**src/rtl/bpi_cmd_sequencer_if.sv**
```systemverilog
`default_nettype none
// ============================================================================
//  Module      : bpi_cmd_sequencer_if
//  Description : Signal bundle between the VME/configuration request side,
//                the command sequencer and the BPI bus interface.
//                Modport "slave" is the sequencer's own view: it accepts
//                requests and drives the bus-interface controls.
//                Modport "master" is the surrounding logic: the requester
//                plus the bus interface that executes single bus cycles.
//  Ports       : REQ/REQ_OP/REQ_ADDR/REQ_DATA   request from host
//                ACK/CTRL_BUSY/DONE/ERROR       request handshake/status
//                RD_DATA/SR                     last read word / status reg
//                BPI_ADDR/BPI_CMD_DATA/BPI_OP   bus cycle description
//                BPI_EXECUTE                    bus cycle start pulse
//                BPI_BUSY/BPI_LOAD_DATA/
//                BPI_DATA_IN                    bus interface responses
//  Revision    : 1.0  initial release
// ============================================================================
interface bpi_cmd_sequencer_if;
    logic        REQ;
    logic [2:0]  REQ_OP;
    logic [22:0] REQ_ADDR;
    logic [15:0] REQ_DATA;
    logic        ACK;
    logic        CTRL_BUSY;
    logic        DONE;
    logic        ERROR;
    logic [15:0] RD_DATA;
    logic [7:0]  SR;
    logic [22:0] BPI_ADDR;
    logic [15:0] BPI_CMD_DATA;
    logic [1:0]  BPI_OP;
    logic        BPI_EXECUTE;
    logic        BPI_BUSY;
    logic        BPI_LOAD_DATA;
    logic [15:0] BPI_DATA_IN;

    modport slave (
        input  REQ, REQ_OP, REQ_ADDR, REQ_DATA,
        input  BPI_BUSY, BPI_LOAD_DATA, BPI_DATA_IN,
        output ACK, CTRL_BUSY, DONE, ERROR, RD_DATA, SR,
        output BPI_ADDR, BPI_CMD_DATA, BPI_OP, BPI_EXECUTE
    );

    modport master (
        output REQ, REQ_OP, REQ_ADDR, REQ_DATA,
        output BPI_BUSY, BPI_LOAD_DATA, BPI_DATA_IN,
        input  ACK, CTRL_BUSY, DONE, ERROR, RD_DATA, SR,
        input  BPI_ADDR, BPI_CMD_DATA, BPI_OP, BPI_EXECUTE
    );
endinterface
`default_nettype wire

```
**src/rtl/bpi_cmd_sequencer.sv**
```systemverilog
`default_nettype none
// ============================================================================
//  Module      : bpi_cmd_sequencer
//  Description : Turns one high-level flash request (read, program, erase,
//                unlock, read status, clear status) into the P30 command
//                cycle sequence, issuing single bus cycles to the BPI bus
//                interface. Program/erase poll the status register with a
//                poll limit; a missing BUSY response aborts the request.
//  Ports       : CLK    system clock
//                RST_B  synchronous active-low reset
//                bus    bpi_cmd_sequencer_if.slave (request + bus signals)
//  Revision    : 1.0  initial release
// ============================================================================
module bpi_cmd_sequencer #(
    parameter logic [7:0]  BUSY_TIMEOUT = 8'd255,
    parameter logic [23:0] POLL_LIMIT   = 24'd4194304
) (
    input  logic               CLK,
    input  logic               RST_B,
    bpi_cmd_sequencer_if.slave bus
);

    // ------------------------------------------------------------------
    // State encoding
    // ------------------------------------------------------------------
    localparam logic [3:0] S_IDLE      = 4'd0;
    localparam logic [3:0] S_LATCH     = 4'd1;
    localparam logic [3:0] S_SETUP     = 4'd2;
    localparam logic [3:0] S_ISSUE     = 4'd3;
    localparam logic [3:0] S_WAIT_BUSY = 4'd4;
    localparam logic [3:0] S_WAIT_DONE = 4'd5;
    localparam logic [3:0] S_NEXT      = 4'd6;
    localparam logic [3:0] S_CHECK     = 4'd7;
    localparam logic [3:0] S_FINISH    = 4'd8;

    localparam logic [2:0] OP_READ    = 3'b001;
    localparam logic [2:0] OP_PROGRAM = 3'b010;
    localparam logic [2:0] OP_ERASE   = 3'b011;
    localparam logic [2:0] OP_UNLOCK  = 3'b100;
    localparam logic [2:0] OP_STATUS  = 3'b101;
    localparam logic [2:0] OP_CLEAR   = 3'b110;

    localparam logic [1:0] BUS_IDLE  = 2'b00;
    localparam logic [1:0] BUS_WRITE = 2'b01;
    localparam logic [1:0] BUS_READ  = 2'b10;

    // Program/erase step map: 0 setup cmd, 1 data/confirm, 2 read-status cmd,
    // 3 status poll read, 4 clear-status (error tail), 5 read-array (last).
    localparam logic [2:0] STEP_POLL  = 3'd3;
    localparam logic [2:0] STEP_CLEAR = 3'd4;
    localparam logic [2:0] STEP_ARRAY = 3'd5;

    // ------------------------------------------------------------------
    // Registers
    // ------------------------------------------------------------------
    logic [3:0]  state_q,    state_d;
    logic [2:0]  op_q,       op_d;
    logic [22:0] addr_q,     addr_d;
    logic [15:0] data_q,     data_d;
    logic [2:0]  step_q,     step_d;
    logic [23:0] poll_cnt_q, poll_cnt_d;
    logic [7:0]  busy_cnt_q, busy_cnt_d;
    logic        error_q,    error_d;
    logic [15:0] rd_data_q,  rd_data_d;
    logic [7:0]  sr_q,       sr_d;

    // ------------------------------------------------------------------
    // Current bus-cycle description, decoded from (op, step)
    // ------------------------------------------------------------------
    logic        cyc_write;   // 1 = write cycle, 0 = read cycle
    logic [15:0] cyc_data;    // command/data word for write cycles
    logic        cyc_last;    // final cycle of the sequence
    logic        cyc_poll;    // status poll read (result goes to SR, loops)
    logic        cyc_rd;      // read result goes to RD_DATA
    logic        cyc_sr;      // read result also copied into SR

    logic        op_legal;
    logic        busy_expired;
    logic        sr_fail;

    always_comb begin
        cyc_write = 1'b1;
        cyc_data  = 16'h00FF;
        cyc_last  = 1'b0;
        cyc_poll  = 1'b0;
        cyc_rd    = 1'b0;
        cyc_sr    = 1'b0;
        case (op_q)
            OP_READ: begin
                if (step_q != 3'd0) begin
                    cyc_write = 1'b0;
                    cyc_data  = 16'h0000;
                    cyc_rd    = 1'b1;
                    cyc_last  = 1'b1;
                end
            end
            OP_PROGRAM, OP_ERASE: begin
                case (step_q)
                    3'd0: cyc_data = (op_q == OP_PROGRAM) ? 16'h0040 : 16'h0020;
                    3'd1: cyc_data = (op_q == OP_PROGRAM) ? data_q   : 16'h00D0;
                    3'd2: cyc_data = 16'h0070;
                    STEP_POLL: begin
                        cyc_write = 1'b0;
                        cyc_data  = 16'h0000;
                        cyc_poll  = 1'b1;
                    end
                    STEP_CLEAR: cyc_data = 16'h0050;
                    default:    cyc_last = 1'b1;
                endcase
            end
            OP_UNLOCK: begin
                case (step_q)
                    3'd0:    cyc_data = 16'h0060;
                    3'd1:    cyc_data = 16'h00D0;
                    default: cyc_last = 1'b1;
                endcase
            end
            OP_STATUS: begin
                case (step_q)
                    3'd0: cyc_data = 16'h0070;
                    3'd1: begin
                        cyc_write = 1'b0;
                        cyc_data  = 16'h0000;
                        cyc_rd    = 1'b1;
                        cyc_sr    = 1'b1;
                    end
                    default: cyc_last = 1'b1;
                endcase
            end
            OP_CLEAR: begin
                if (step_q == 3'd0) begin
                    cyc_data = 16'h0050;
                end else begin
                    cyc_last = 1'b1;
                end
            end
            default: cyc_last = 1'b1;
        endcase
    end

    assign op_legal = (op_q != 3'b000) && (op_q != 3'b111);

    // busy_cnt_q counts cycles since EXECUTE (1 in the first WAIT_BUSY
    // cycle), so DONE lands BUSY_TIMEOUT cycles after the EXECUTE pulse.
    assign busy_expired = ({1'b0, busy_cnt_q} + 9'd1) >= {1'b0, BUSY_TIMEOUT};

    // Program/VPP/erase-suspend-independent failure bits of the P30 SR.
    assign sr_fail = sr_q[5] | sr_q[4] | sr_q[3] | sr_q[1];

    // ------------------------------------------------------------------
    // FSM: state register
    // ------------------------------------------------------------------
    always_ff @(posedge CLK) begin
        if (!RST_B) begin
            state_q <= S_IDLE;
        end else begin
            state_q <= state_d;
        end
    end

    // ------------------------------------------------------------------
    // FSM: next-state logic
    // ------------------------------------------------------------------
    always_comb begin
        state_d = state_q;
        case (state_q)
            S_IDLE:      if (bus.REQ) state_d = S_LATCH;
            S_LATCH:     state_d = op_legal ? S_SETUP : S_FINISH;
            S_SETUP:     state_d = S_ISSUE;
            S_ISSUE:     state_d = S_WAIT_BUSY;
            S_WAIT_BUSY: begin
                if (bus.BPI_BUSY) begin
                    state_d = S_WAIT_DONE;
                end else if (busy_expired) begin
                    state_d = S_FINISH;
                end
            end
            S_WAIT_DONE: if (!bus.BPI_BUSY) state_d = S_NEXT;
            S_NEXT: begin
                if (cyc_poll) begin
                    state_d = S_CHECK;
                end else if (cyc_last) begin
                    state_d = S_FINISH;
                end else begin
                    state_d = S_SETUP;
                end
            end
            S_CHECK:  state_d = S_SETUP;
            S_FINISH: state_d = S_IDLE;
            default:  state_d = S_IDLE;
        endcase
    end

    // ------------------------------------------------------------------
    // FSM: outputs
    // ------------------------------------------------------------------
    always_comb begin
        bus.ACK          = (state_q == S_LATCH);
        bus.CTRL_BUSY    = (state_q != S_IDLE);
        bus.DONE         = (state_q == S_FINISH);
        bus.BPI_EXECUTE  = (state_q == S_ISSUE);
        bus.BPI_ADDR     = 23'd0;
        bus.BPI_CMD_DATA = 16'h0000;
        bus.BPI_OP       = BUS_IDLE;
        // Bus cycle fields are valid from SETUP until WAIT_DONE exits.
        if ((state_q == S_SETUP) || (state_q == S_ISSUE) ||
            (state_q == S_WAIT_BUSY) || (state_q == S_WAIT_DONE)) begin
            bus.BPI_ADDR     = addr_q;
            bus.BPI_CMD_DATA = cyc_data;
            bus.BPI_OP       = cyc_write ? BUS_WRITE : BUS_READ;
        end
    end

    assign bus.ERROR   = error_q;
    assign bus.RD_DATA = rd_data_q;
    assign bus.SR      = sr_q;

    // ------------------------------------------------------------------
    // Datapath next-value logic
    // ------------------------------------------------------------------
    always_comb begin
        op_d       = op_q;
        addr_d     = addr_q;
        data_d     = data_q;
        step_d     = step_q;
        poll_cnt_d = poll_cnt_q;
        busy_cnt_d = busy_cnt_q;
        error_d    = error_q;
        rd_data_d  = rd_data_q;
        sr_d       = sr_q;
        case (state_q)
            S_IDLE: begin
                if (bus.REQ) begin
                    op_d       = bus.REQ_OP;
                    addr_d     = bus.REQ_ADDR;
                    data_d     = bus.REQ_DATA;
                    error_d    = 1'b0;
                    step_d     = 3'd0;
                    poll_cnt_d = 24'd0;
                end
            end
            S_LATCH: begin
                if (!op_legal) error_d = 1'b0 | 1'b1;
            end
            S_ISSUE: busy_cnt_d = 8'd1;
            S_WAIT_BUSY: begin
                if (!bus.BPI_BUSY) begin
                    if (busy_expired) begin
                        error_d = 1'b1;
                    end else begin
                        busy_cnt_d = busy_cnt_q + 8'd1;
                    end
                end
            end
            S_WAIT_DONE: begin
                if (bus.BPI_LOAD_DATA && !cyc_write) begin
                    if (cyc_rd) rd_data_d = bus.BPI_DATA_IN;
                    if (cyc_sr || cyc_poll) sr_d = bus.BPI_DATA_IN[7:0];
                end
            end
            S_NEXT: begin
                if (cyc_poll) begin
                    poll_cnt_d = (poll_cnt_q >= POLL_LIMIT) ? POLL_LIMIT
                                                            : poll_cnt_q + 24'd1;
                end else if (!cyc_last) begin
                    step_d = step_q + 3'd1;
                end
            end
            S_CHECK: begin
                // A ready status wins over the poll limit on the same read.
                if (sr_q[7]) begin
                    if (sr_fail) begin
                        error_d = 1'b1;
                        step_d  = STEP_CLEAR;
                    end else begin
                        step_d  = STEP_ARRAY;
                    end
                end else if (poll_cnt_q >= POLL_LIMIT) begin
                    error_d = 1'b1;
                    step_d  = STEP_ARRAY;
                end
            end
            default: ;
        endcase
    end

    always_ff @(posedge CLK) begin
        if (!RST_B) begin
            op_q       <= 3'd0;
            addr_q     <= 23'd0;
            data_q     <= 16'h0000;
            step_q     <= 3'd0;
            poll_cnt_q <= 24'd0;
            busy_cnt_q <= 8'd0;
            error_q    <= 1'b0;
            rd_data_q  <= 16'h0000;
            sr_q       <= 8'h00;
        end else begin
            op_q       <= op_d;
            addr_q     <= addr_d;
            data_q     <= data_d;
            step_q     <= step_d;
            poll_cnt_q <= poll_cnt_d;
            busy_cnt_q <= busy_cnt_d;
            error_q    <= error_d;
            rd_data_q  <= rd_data_d;
            sr_q       <= sr_d;
        end
    end

endmodule
`default_nettype wire

```
**src/flat_wrapper.sv**
```systemverilog
// flat-port wrapper written by rule: the top's interface ports become plain ports
module bpi_cmd_sequencer_flat 
#(
    parameter logic [7:0]  BUSY_TIMEOUT = 8'd255,
    parameter logic [23:0] POLL_LIMIT   = 24'd4194304
)
  (CLK, RST_B, bus_REQ, bus_REQ_OP, bus_REQ_ADDR, bus_REQ_DATA, bus_BPI_BUSY, bus_BPI_LOAD_DATA, bus_BPI_DATA_IN, bus_ACK, bus_CTRL_BUSY, bus_DONE, bus_ERROR, bus_RD_DATA, bus_SR, bus_BPI_ADDR, bus_BPI_CMD_DATA, bus_BPI_OP, bus_BPI_EXECUTE);
  bpi_cmd_sequencer_if bus_i ();
  input  logic CLK;
  input  logic RST_B;
  input wire logic [$bits(bus_i.REQ)-1:0] bus_REQ;
  input wire logic [$bits(bus_i.REQ_OP)-1:0] bus_REQ_OP;
  input wire logic [$bits(bus_i.REQ_ADDR)-1:0] bus_REQ_ADDR;
  input wire logic [$bits(bus_i.REQ_DATA)-1:0] bus_REQ_DATA;
  input wire logic [$bits(bus_i.BPI_BUSY)-1:0] bus_BPI_BUSY;
  input wire logic [$bits(bus_i.BPI_LOAD_DATA)-1:0] bus_BPI_LOAD_DATA;
  input wire logic [$bits(bus_i.BPI_DATA_IN)-1:0] bus_BPI_DATA_IN;
  output wire logic [$bits(bus_i.ACK)-1:0] bus_ACK;
  output wire logic [$bits(bus_i.CTRL_BUSY)-1:0] bus_CTRL_BUSY;
  output wire logic [$bits(bus_i.DONE)-1:0] bus_DONE;
  output wire logic [$bits(bus_i.ERROR)-1:0] bus_ERROR;
  output wire logic [$bits(bus_i.RD_DATA)-1:0] bus_RD_DATA;
  output wire logic [$bits(bus_i.SR)-1:0] bus_SR;
  output wire logic [$bits(bus_i.BPI_ADDR)-1:0] bus_BPI_ADDR;
  output wire logic [$bits(bus_i.BPI_CMD_DATA)-1:0] bus_BPI_CMD_DATA;
  output wire logic [$bits(bus_i.BPI_OP)-1:0] bus_BPI_OP;
  output wire logic [$bits(bus_i.BPI_EXECUTE)-1:0] bus_BPI_EXECUTE;
  assign bus_i.REQ = bus_REQ;
  assign bus_i.REQ_OP = bus_REQ_OP;
  assign bus_i.REQ_ADDR = bus_REQ_ADDR;
  assign bus_i.REQ_DATA = bus_REQ_DATA;
  assign bus_i.BPI_BUSY = bus_BPI_BUSY;
  assign bus_i.BPI_LOAD_DATA = bus_BPI_LOAD_DATA;
  assign bus_i.BPI_DATA_IN = bus_BPI_DATA_IN;
  assign bus_ACK = bus_i.ACK;
  assign bus_CTRL_BUSY = bus_i.CTRL_BUSY;
  assign bus_DONE = bus_i.DONE;
  assign bus_ERROR = bus_i.ERROR;
  assign bus_RD_DATA = bus_i.RD_DATA;
  assign bus_SR = bus_i.SR;
  assign bus_BPI_ADDR = bus_i.BPI_ADDR;
  assign bus_BPI_CMD_DATA = bus_i.BPI_CMD_DATA;
  assign bus_BPI_OP = bus_i.BPI_OP;
  assign bus_BPI_EXECUTE = bus_i.BPI_EXECUTE;
  bpi_cmd_sequencer #(.BUSY_TIMEOUT(BUSY_TIMEOUT), .POLL_LIMIT(POLL_LIMIT)) u_core (.CLK(CLK), .RST_B(RST_B), .bus(bus_i));
endmodule
```
**config.mk**
```make
export PLATFORM = sky130hd
export DESIGN_NAME = bpi_cmd_sequencer_flat
export DESIGN_NICKNAME = d
export VERILOG_FILES = /design/src/rtl/bpi_cmd_sequencer_if.sv /design/src/rtl/bpi_cmd_sequencer.sv /design/src/flat_wrapper.sv
export SDC_FILE = /design/constraint.sdc
export NUM_CORES = 1
export LEC_CHECK = 0
export ABC_AREA = 0
export BUFFER_PORTS_ARGS = -buffer_cell sky130_fd_sc_hd__buf_4
export CAP_MARGIN = 40
export CORE_ASPECT_RATIO = 1.25
export CORE_UTILIZATION = 47
export DETAILED_ROUTE_END_ITERATION = 7
export PLACE_DENSITY = 0.72
export RECOVER_POWER = 100
export SETUP_SLACK_MARGIN = 0.3
export SYNTH_ARGS = -nofsm -noshare
export SYNTH_HDL_FRONTEND = slang
export SYNTH_SLANG_ARGS = --single-unit
export TNS_END_PERCENT = 100
```
**constraint.sdc**
```tcl
create_clock -name CLK -period 2.35 [get_ports CLK]
set_input_delay 0.1175 -clock CLK [delete_from_list [all_inputs] [get_ports CLK]]
set_output_delay 0.1175 -clock CLK [all_outputs]
set_load 0.02 [all_outputs]
```
[Word level (Yosys, flattened, before mapping)]
Index checks and enable logic that the tools add are counted.
Storage, ports and cells
  register bits after elaboration: 106
  input port bits: 63
  output and inout port bits: 70
Operators by class
  add/sub/neg operators: 4
  $lt $le $gt $ge: 2
  equality and inequality tests: 31
  multiplexer cells: 56
  bitwise operators: 3
  reduce and logical (&&, ||, !) cells: 28
Operators with widths (number)
  16-bit case mux with 5 select lines: 2
  24-bit two-way mux: 3
  24-bit case mux with 2 select lines: 1
  8-bit case mux with 2 select lines: 3
  16-bit two-way mux: 2
  8-bit two-way mux: 4
  4-bit case mux with 8 select lines: 1
  4-bit two-way mux: 7
  24-bit by 1-bit adder with 24-bit output, second input constant: 1
  24-bit by 23-bit greater-or-equal comparator with 1-bit output, second input constant: 1
  23-bit two-way mux: 1
  1-bit two-way mux: 19
  4-bit by 3-bit equality test with 1-bit output, second input constant: 4
  3-bit two-way mux: 5
  3-bit AND reduction: 5
  2-bit != test, second input constant: 7
  3-bit by 2-bit equality test with 1-bit output, second input constant: 4
  3-bit equality test, second input constant: 4
  8-bit by 1-bit adder with 9-bit output, second input constant: 1
  9-bit by 8-bit greater-or-equal comparator with 1-bit output, second input constant: 1
  3-bit case mux with 3 select lines: 1
  3-bit nonzero test: 3
  8-bit by 1-bit adder with 8-bit output, second input constant: 1
  4-bit by 2-bit equality test with 1-bit output, second input constant: 2
  26 further kinds: 41

[Longest topological paths before layout]
Gate-level depths: netlist (run 1).
  depth after elaboration: 7
  gate-level depth with buffers: 10

[Worst setup path after synthesis (run 1)]
OpenSTA, ideal clock, no wires.
  path kind: register to register
  start: register u_core.step_q[2]
  end: register u_core.poll_cnt_q[16]
  setup time: 0.117 ns
  arrival: 2.097 ns
  slack: 0.136 ns
  stages on the path, launching flop included: 11
  clock period less this slack: 2.214 ns
  cell sequence: dfxtp_1 clkbuf_1 inv_1 ha_1 and3b_1 a22oi_2 or4b_1 buf_2 nor3_2 xnor2_1 nor2_1
On the way
  cells in the longest elaborated chain, start to end: 5
Ends and longest elaborated chain
  start: declaration: line bpi_cmd_sequencer.sv:60  | logic [2:0] step_q, step_d;
  start signal: assignment: line bpi_cmd_sequencer.sv:302  | step_q <= step_d;
  3-bit by 2-bit equality test with 1-bit output: line bpi_cmd_sequencer.sv:98  | case (step_q)
  1-bit two-way mux: line bpi_cmd_sequencer.sv:98
  1-bit two-way mux: line bpi_cmd_sequencer.sv:88  | case (op_q)
  2-bit by 1-bit != test with 1-bit output (no source line)
  3-bit AND reduction (no source line)
  end signal: assignment: line bpi_cmd_sequencer.sv:303  | poll_cnt_q <= poll_cnt_d;
  end: declaration: line bpi_cmd_sequencer.sv:61  | logic [23:0] poll_cnt_q, poll_cnt_d;
No other way between the ends.
A chain may end at the register's enable or synchronous reset.

[Final worst setup path (run 1)]
  start: register u_core.busy_cnt_q[0]
  end: register u_core.busy_cnt_q[2]
On the way
  cells in the longest elaborated chain, start to end: 4
  elaborated cells between the ends (all ways): 8
Ends and longest elaborated chain
  start: declaration: line bpi_cmd_sequencer.sv:62  | logic [7:0] busy_cnt_q, busy_cnt_d;
  start signal: assignment: line bpi_cmd_sequencer.sv:304  | busy_cnt_q <= busy_cnt_d;
  8-bit by 1-bit adder with 9-bit output / 8-bit by 1-bit adder with 8-bit output (equally long branches): line bpi_cmd_sequencer.sv:145, bpi_cmd_sequencer.sv:251
  9-bit by 8-bit greater-or-equal comparator with 1-bit output / 8-bit two-way mux (equally long branches): line bpi_cmd_sequencer.sv:145, bpi_cmd_sequencer.sv:248
  2-bit != test (no source line) / 8-bit two-way mux (equally long branches)
  3-bit AND reduction (no source line) / 8-bit case mux with 2 select lines (equally long branches)
Parallel ways exist; a longest one is shown, timed or not. The select of a mux whose other input is x is not followed.

==> reports/qor.yml, run 1 <==
worstSkewPairLatency_ns: 0.34
fillers: 951
synth_fp_nets: 741
endpoint_kind: "flip-flop"
worstPathArrival_ns: 2.43
cp_top_family: "simple AND/OR/NAND/NOR gates"
fp.coreArea_mm2: 0.01077
grt.total_usage_pct: 24.07
reg2reg_from: "u_core.busy_cnt_q[0]"
clock_skew_ns: 0.008402
worstMarginPinSlew_ns: 0.6140
grt_setup_unrepaired: "true"
clock_sinks: 106
synth.top_cells.by_area: "dfxtp_1 40%, nand2_1 8.7%, a21oi_1 6.3%"
vias: 5245
clkPwrFrac_pct: 33.6
setup_tns_ns: 0
path_buf_inv: 0
io_pins: 133
cp.depth: 7
place_congestion: 0.9182
start_util_pct: 49.04
synth-seq-area-share_pct: 40.17
crit_end: "u_core.busy_cnt_q[2]"
worstRegToRegCells: 7
place_hpwl_mm: 10.02
drt-wirelength-per-cell_um: 15.23
grt_overflow: 0
wl_mm: 14.37
cts-root-buf: "clkbuf_16"
power_frac_comb_pct: 19.9
nets: 880
regToRegSetupSlack_ns: 0.21
synth.largest_area_cell: "dfxtp_1"
syn_to_final_growth_pct: 30.89
pwr-share-seq_pct: 46.5
yosys-top-cells-count: "123 x nand2_1, 106 x dfxtp_1, 67 x a21oi_1"
regToRegEndpoint: "u_core.busy_cnt_q[2]"
slew_violations: 0
hold_path_class: "input port to flip-flop"
worstPathMaxFanout: 8
syn_area_per_cell_um2: 7.884
crit_slowest_cell: "dfxtp_1"
cts_made_buffers: 9
fmax_mhz: 468.4
drive_above_1_share_pct: 22.29
grt_max_degree: 44
htreeDepth: 3
final-seq-area_mm2: 0.002133
io_buffers: 132
dieHeight_um: 120.5
drt-initial-drc-count: 199
synth-seq-cells: 106
required_ns: 2.64
switching_power_mw: 1.203
synth-async-reset-ratio_pct: 0
postRouteAntennaNets: 0
synth_top_area_share_pct: 40.17
dp_slack_ns: 0.09165
grt_pass1_wl_mm: 23.37
antenna_cells: 0
dieArea_mm2: 0.01167
leakagePower_nw: 2.830
synth_edf_count: 0
internal_power_mw: 2.988
multi_input_area_mm2: 0.003146
powerDensity_mw_per_mm2: 606.2
setup_viol: 0
status: "finished, final reports clean"
critPathLaunch: "u_core.busy_cnt_q[0]"
cts_tree: "yes"
final-hold-violation-count: 0
die_w_um: 96.83
critPathKind: "flip-flop to flip-flop"
clock_path_buffers: 2
swShare_pct: 28.71
setup_slack_ns: 0.2150
synth.most_common_cell: "nand2_1"
fin_crit_ns: 2.135
syn-cell-area_mm2: 0.005283
drtPass1Iterations: 5
drc: 0
path_clk_slew_ns: 0.07
path_cells: "ha_4 > nand3_1 > nor3_2 > or3_1 > a31oi_4 > a2111oi_0 > a41o_1"
cpPeakStageDelay_ns: 0.50
ys.flop_type: "dfxtp_1"
maxCapViolations: 0
antenna_found_initial: 0
grt_pass1_vias: 5049
yosysWarnings: 0
via_per_inst: 5.556
peakVddDrop_v: 0.0003891
rows: 42
yosys.cell_types.count: 59
crit_path_start_kind: "flip-flop"
period_share_pct: 90.85
max_slew_margin_pct: 58.53
syn_inst: 670
[power groups by stage]
stage | logic, mW | registers [mW] | clock network [mW]
after CTS | 0.823 | 1.95 | 1.43
after detailed placement | 0.799 | 1.99 | 0
final | 0.833 | 1.95 | 1.41
after floorplan | 0.510 | 1.97 | 0
after global routing | 0.907 | 1.96 | 1.50
after global placement | 0.788 | 1.98 | 0
[cell type report]
| type | count | area share [%] |
|---|---|---|
| Clock buffer | 12 | 3.710 |
| Clock inverter | 2 | 0.1991 |
| Inverter | 13 | 0.8143 |
| Multi-Input combinational cell | 508 | 45.49 |
| Sequential cell | 106 | 30.85 |
| Tap cell | 132 | 2.389 |
| Timing Repair Buffer | 171 | 16.54 |
[how the worst min path moves through the flow]
stage                                   endpoint                start  cells after the start
after floorplan                 u_core.addr_q[0]      bus_REQ_ADDR[0]                      2
after global placement    u_core.bus.RD_DATA[10]  bus_BPI_DATA_IN[10]                      3
after detailed placement  u_core.bus.RD_DATA[14]  bus_BPI_DATA_IN[14]                      3
after CTS                  u_core.bus.RD_DATA[8]   bus_BPI_DATA_IN[8]                      3
after global routing      u_core.bus.RD_DATA[14]  bus_BPI_DATA_IN[14]                      3
final                      u_core.bus.RD_DATA[8]   bus_BPI_DATA_IN[8]                      3
[registers in the layout, summed over array words and instances (netlist names)]
| register | flops |
|---|---|
| u_core.bus.SR | 8 |
| u_core.bus.RD_DATA | 16 |
| u_core.bus.ERROR | 1 |
| u_core.busy_cnt_q | 8 |
| u_core.step_q | 3 |
| u_core.state_q | 4 |
| u_core.addr_q | 23 |
| u_core.data_q | 16 |
| u_core.poll_cnt_q | 24 |
| u_core.op_q | 3 |
[kinds of logic (layout without fill, tap and decap cells)]
logic type | after synthesis | count (layout) | share of synthesized area (%)
AO/OA/AOI/OAI | 144 | 144 | 17.03
XOR/XNOR | 18 | 18 | 2.984
adder cells (fa/ha/maj) | 8 | 8 | 1.895
buffers and inverters | 56 | 198 | 4.216
flip-flops | 106 | 106 | 40.17
multiplexers | 26 | 26 | 4.927
AND/OR/NAND/NOR | 312 | 312 | 28.78
[cell usage in the layout, fill, tap and decap left out, drive strengths merged, types with 4 or more instances in the layout]
cell type and instances:
and3 21, nand3 16, dfxtp 106, inv 13, nor2 66, clkbuf 60, nand2 123, nand4b 4
or3 5, o31ai 5, o21ai 24, xnor2 10, xor2 8, o21a 6, o22ai 5, mux2i 26
a21oi 68, nor4 4, nand4 6, ha 8, o2111ai 5, nor3 14, a31oi 7, nor2b 8
buf 122, and2 31
[routing by layer]
metal / wire length [um] / global-route usage, % / vias up
met5: 0 / 0 / -
met2: 7294 / 42.96 / 136
li1: - / - / 2596
met1: 6140 / 28.77 / 2492
met3: 701 / 5.376 / 21
met4: 236 / 7.090 / 0
[through the flow]
stage	utilization [%]	cell area (um^2)	instances	hold WS [ns]	power (mW)
after CTS	64.66	6965	941	0.001286	4.198
after floorplan	-	5336	670	0.2535	2.477
final	64.18	6914	944	0.009501	4.191
after detailed placement	60.31	6497	915	0.3584	2.787
after global placement	60.31	6497	915	0.3465	2.772
after global routing	64.18	6914	944	0.001254	4.371
[worst min-delay path, cell delays in order]
cell     delay, ns
buf_4         0.08
mux2i_1       0.05
nor2_1        0.08
[what timing repair did]
| action | CTS | global route |
|---|---|---|
| hold endpoints to repair | 1 | 0 |
| setup buffers | 11 | 3 |
| pin swaps | 9 | 12 |
| setup endpoints to repair | 61 | 40 |
| resized for setup | 27 | 33 |
| hold buffers | 1 | 0 |
Power figures use the tool's default switching activity.
==> run 2, diff against run 1 <==
--- a/config.mk
+++ b/config.mk
@@ -9,9 +9,10 @@
 export BUFFER_PORTS_ARGS = -buffer_cell sky130_fd_sc_hd__buf_4
 export CAP_MARGIN = 40
 export CORE_ASPECT_RATIO = 1.25
+export CORE_MARGIN = 1
 export CORE_UTILIZATION = 47
 export DETAILED_ROUTE_END_ITERATION = 7
-export PLACE_DENSITY = 0.72
+export PLACE_DENSITY = 0.79
 export RECOVER_POWER = 100
 export SETUP_SLACK_MARGIN = 0.3
 export SYNTH_ARGS = -nofsm -noshare
==> run 2 against run 1 <==
Register-to-register slack is essentially flat; clock power grew 7%; cell count increased by 0.64%; wire length increased by 6.9%; hold slack got worse by 0.0070 ns; setup slack got worse by 0.012 ns; critical endpoint is now bus_BPI_CMD_DATA[2]; highest routed layer unchanged.
==> reports/qor.yml, run 2 (synthesis results as in run 1) <==
drtPass1Iterations: 6  # +1
final-hold-violation-count: 0  # unchanged
clock_skew_ns: 0.008424  # +0.00002279 ns
multi_input_area_mm2: 0.003189  # +1.4%
fp.coreArea_mm2: 0.01077  # unchanged
antenna_found_initial: 0  # unchanged
top_regs: "u_core.poll_cnt_q (24), u_core.addr_q (23)"
critPathKind: "flip-flop to primary output"
grt_setup_unrepaired: "true"
report.power.total_mw: 4.291  # +2.4%
place_hpwl_mm: 9.942  # -0.74%
final_common_cell: "buf_4"
cts_made_buffers: 9  # unchanged
grt_pass1_wl_mm: 23.54  # +0.71%
drc: 0  # unchanged
setup_viol: 0  # unchanged
start_util_pct: 49.04  # unchanged
required_ns: 2.23  # -0.41 ns
nets: 884  # +0.45%
dieHeight_um: 120.5  # unchanged
io_buffers: 132  # unchanged
hold_path_class: "input port to flip-flop"
worstSkewPairLatency_ns: 0.35  # about the same
cts-root-buf: "clkbuf_16"
leakagePower_nw: 2.921  # +3.2%
htreeDepth: 3  # unchanged
fillers: 873  # -8.2%
setup_slack_ns: 0.2029  # -0.01211 ns
final-seq-area_mm2: 0.002141  # +0.35%
path_clk_slew_ns: 0.07  # about the same
dieArea_mm2: 0.01167  # unchanged
clock_path_buffers: 2  # unchanged
rows: 42  # unchanged
drive_above_1_share_pct: 26.16  # +3.9 points
grt_pass1_vias: 5029  # -0.40%
fin_util_pct: 65.54  # +1.4 points
grt_max_degree: 45  # +2.3%
endpoint_kind: "primary output"
top_register: "u_core.poll_cnt_q"
worstPathMaxFanout: 6  # -2
io_pins: 133  # unchanged
place_congestion: 0.9196  # +0.15%
postRouteAntennaNets: 0  # unchanged
antenna_cells: 0  # unchanged
worstPathArrival_ns: 2.03  # -0.40 ns
grt_overflow: 0  # unchanged
maxCapViolations: 0  # unchanged
fmax_mhz: 465.7  # -0.56%
dp_slack_ns: 0.1481  # +0.05650 ns
grt.total_usage_pct: 24.24  # +0.17 points
syn_to_final_growth_pct: 33.66
setup_tns_ns: 0  # unchanged
drt-wirelength-per-cell_um: 16.18  # +6.2%
via_per_inst: 5.669  # +2.0%
largest_reg_flops: 24  # unchanged
hold_ws_ns: 0.002490  # -0.007011 ns
worstMarginPinSlew_ns: 0.9178  # +0.3037 ns
peakVddDrop_v: 0.0003799  # -2.4%
max_slew_margin_pct: 38.82  # -20 points
cts_tree: "yes"
slew_violations: 0  # unchanged
wl_mm: 15.37  # +6.9%
final_cell_mix: "121 x buf_4, 120 x nand2_1, 97 x dfxtp_1"
fin_crit_ns: 2.147  # +0.01211 ns
die_w_um: 96.83  # unchanged
drt-initial-drc-count: 384  # +93%
clock_sinks: 106  # unchanged
vias: 5386  # +2.7%
crit_path_start_kind: "flip-flop"
powerDensity_mw_per_mm2: 607.7  # +0.26%
holdBufCountCts: 0  # -1
period_share_pct: 91.37  # +0.52 points
status: "finished, final reports clean"
-- run 2: cell count changes in the layout (fill, tap and decap cells not counted), moves of 5 or more --
| cell | change |
|---|---|
| buf_6 | +5 |
| and2_1 | +11 |
| buf_4 | +6 |
| clkbuf_1 | -11 |
| and2_0 | -11 |
-- run 2: power by group --
part	leakage (nW)	internal, mW	switching, mW
Clock	0.141	0.793	0.713
Combinational	1.92	0.337	0.501
Sequential	0.866	1.88	0.0623
-- run 2: metrics by stage --
step	instance area, um^2	cells
detailed placement	6470	913
finish	7061	950
floorplan	5336	670
CTS	6904	936
global placement	6470	913
global route	7061	950
-- run 2: worst paths after layout --
kind / from / end / slack, ns / cells after the start
setup / recovery: u_core.step_q[0] / bus_BPI_CMD_DATA[2] / 0.20 / 10
hold reg to reg: u_core.addr_q[9] / u_core.addr_q[9] / 0.45 / 2
setup reg to reg: u_core.step_q[0] / u_core.poll_cnt_q[8] / 0.22 / 8
hold / removal: bus_BPI_DATA_IN[12] / u_core.bus.RD_DATA[12] / 0.002 / 3
-- run 2: timing repair --
action | in CTS | in global routing
gates resized for setup | 26 | 62
endpoints found under the setup margin | 47 | 69
gates cloned | 0 | 0
pin swaps | 5 | 30
buffers inserted | 7 | 14
-- run 2: cell type report --
| type | count | area share, % |
|---|---|---|
| timing repair buffer | 175 | 17.17 |
| clock buffer | 11 | 3.580 |
| inverter | 13 | 0.7974 |
| tap | 132 | 2.339 |
| clock inverter | 5 | 0.6202 |
| sequential | 106 | 30.32 |
| multi-input combinational | 508 | 45.17 |
-- run 2: critical path: stages (launching register included) --
cell	delay, ns
dfxtp_4	0.40
inv_4	0.07
ha_4	0.20
buf_6	0.14
nor2_4	0.09
o21ai_2	0.07
buf_6	0.13
buf_6	0.12
a21oi_2	0.13
o21a_1	0.12
clkbuf_1	0.22
-- run 2: metal layers --
| layer | track usage (%) | vias to the layer above | part of all wire [%] |
|---|---|---|---|
| met5 | 0 | - | 0 |
| met4 | 8.582 | 0 | 2.7 |
| met3 | 5.029 | 40 | 5.2 |
| met2 | 42.17 | 176 | 51 |
| met1 | 29.58 | 2560 | 41 |
| li1 | - | 2610 | - |
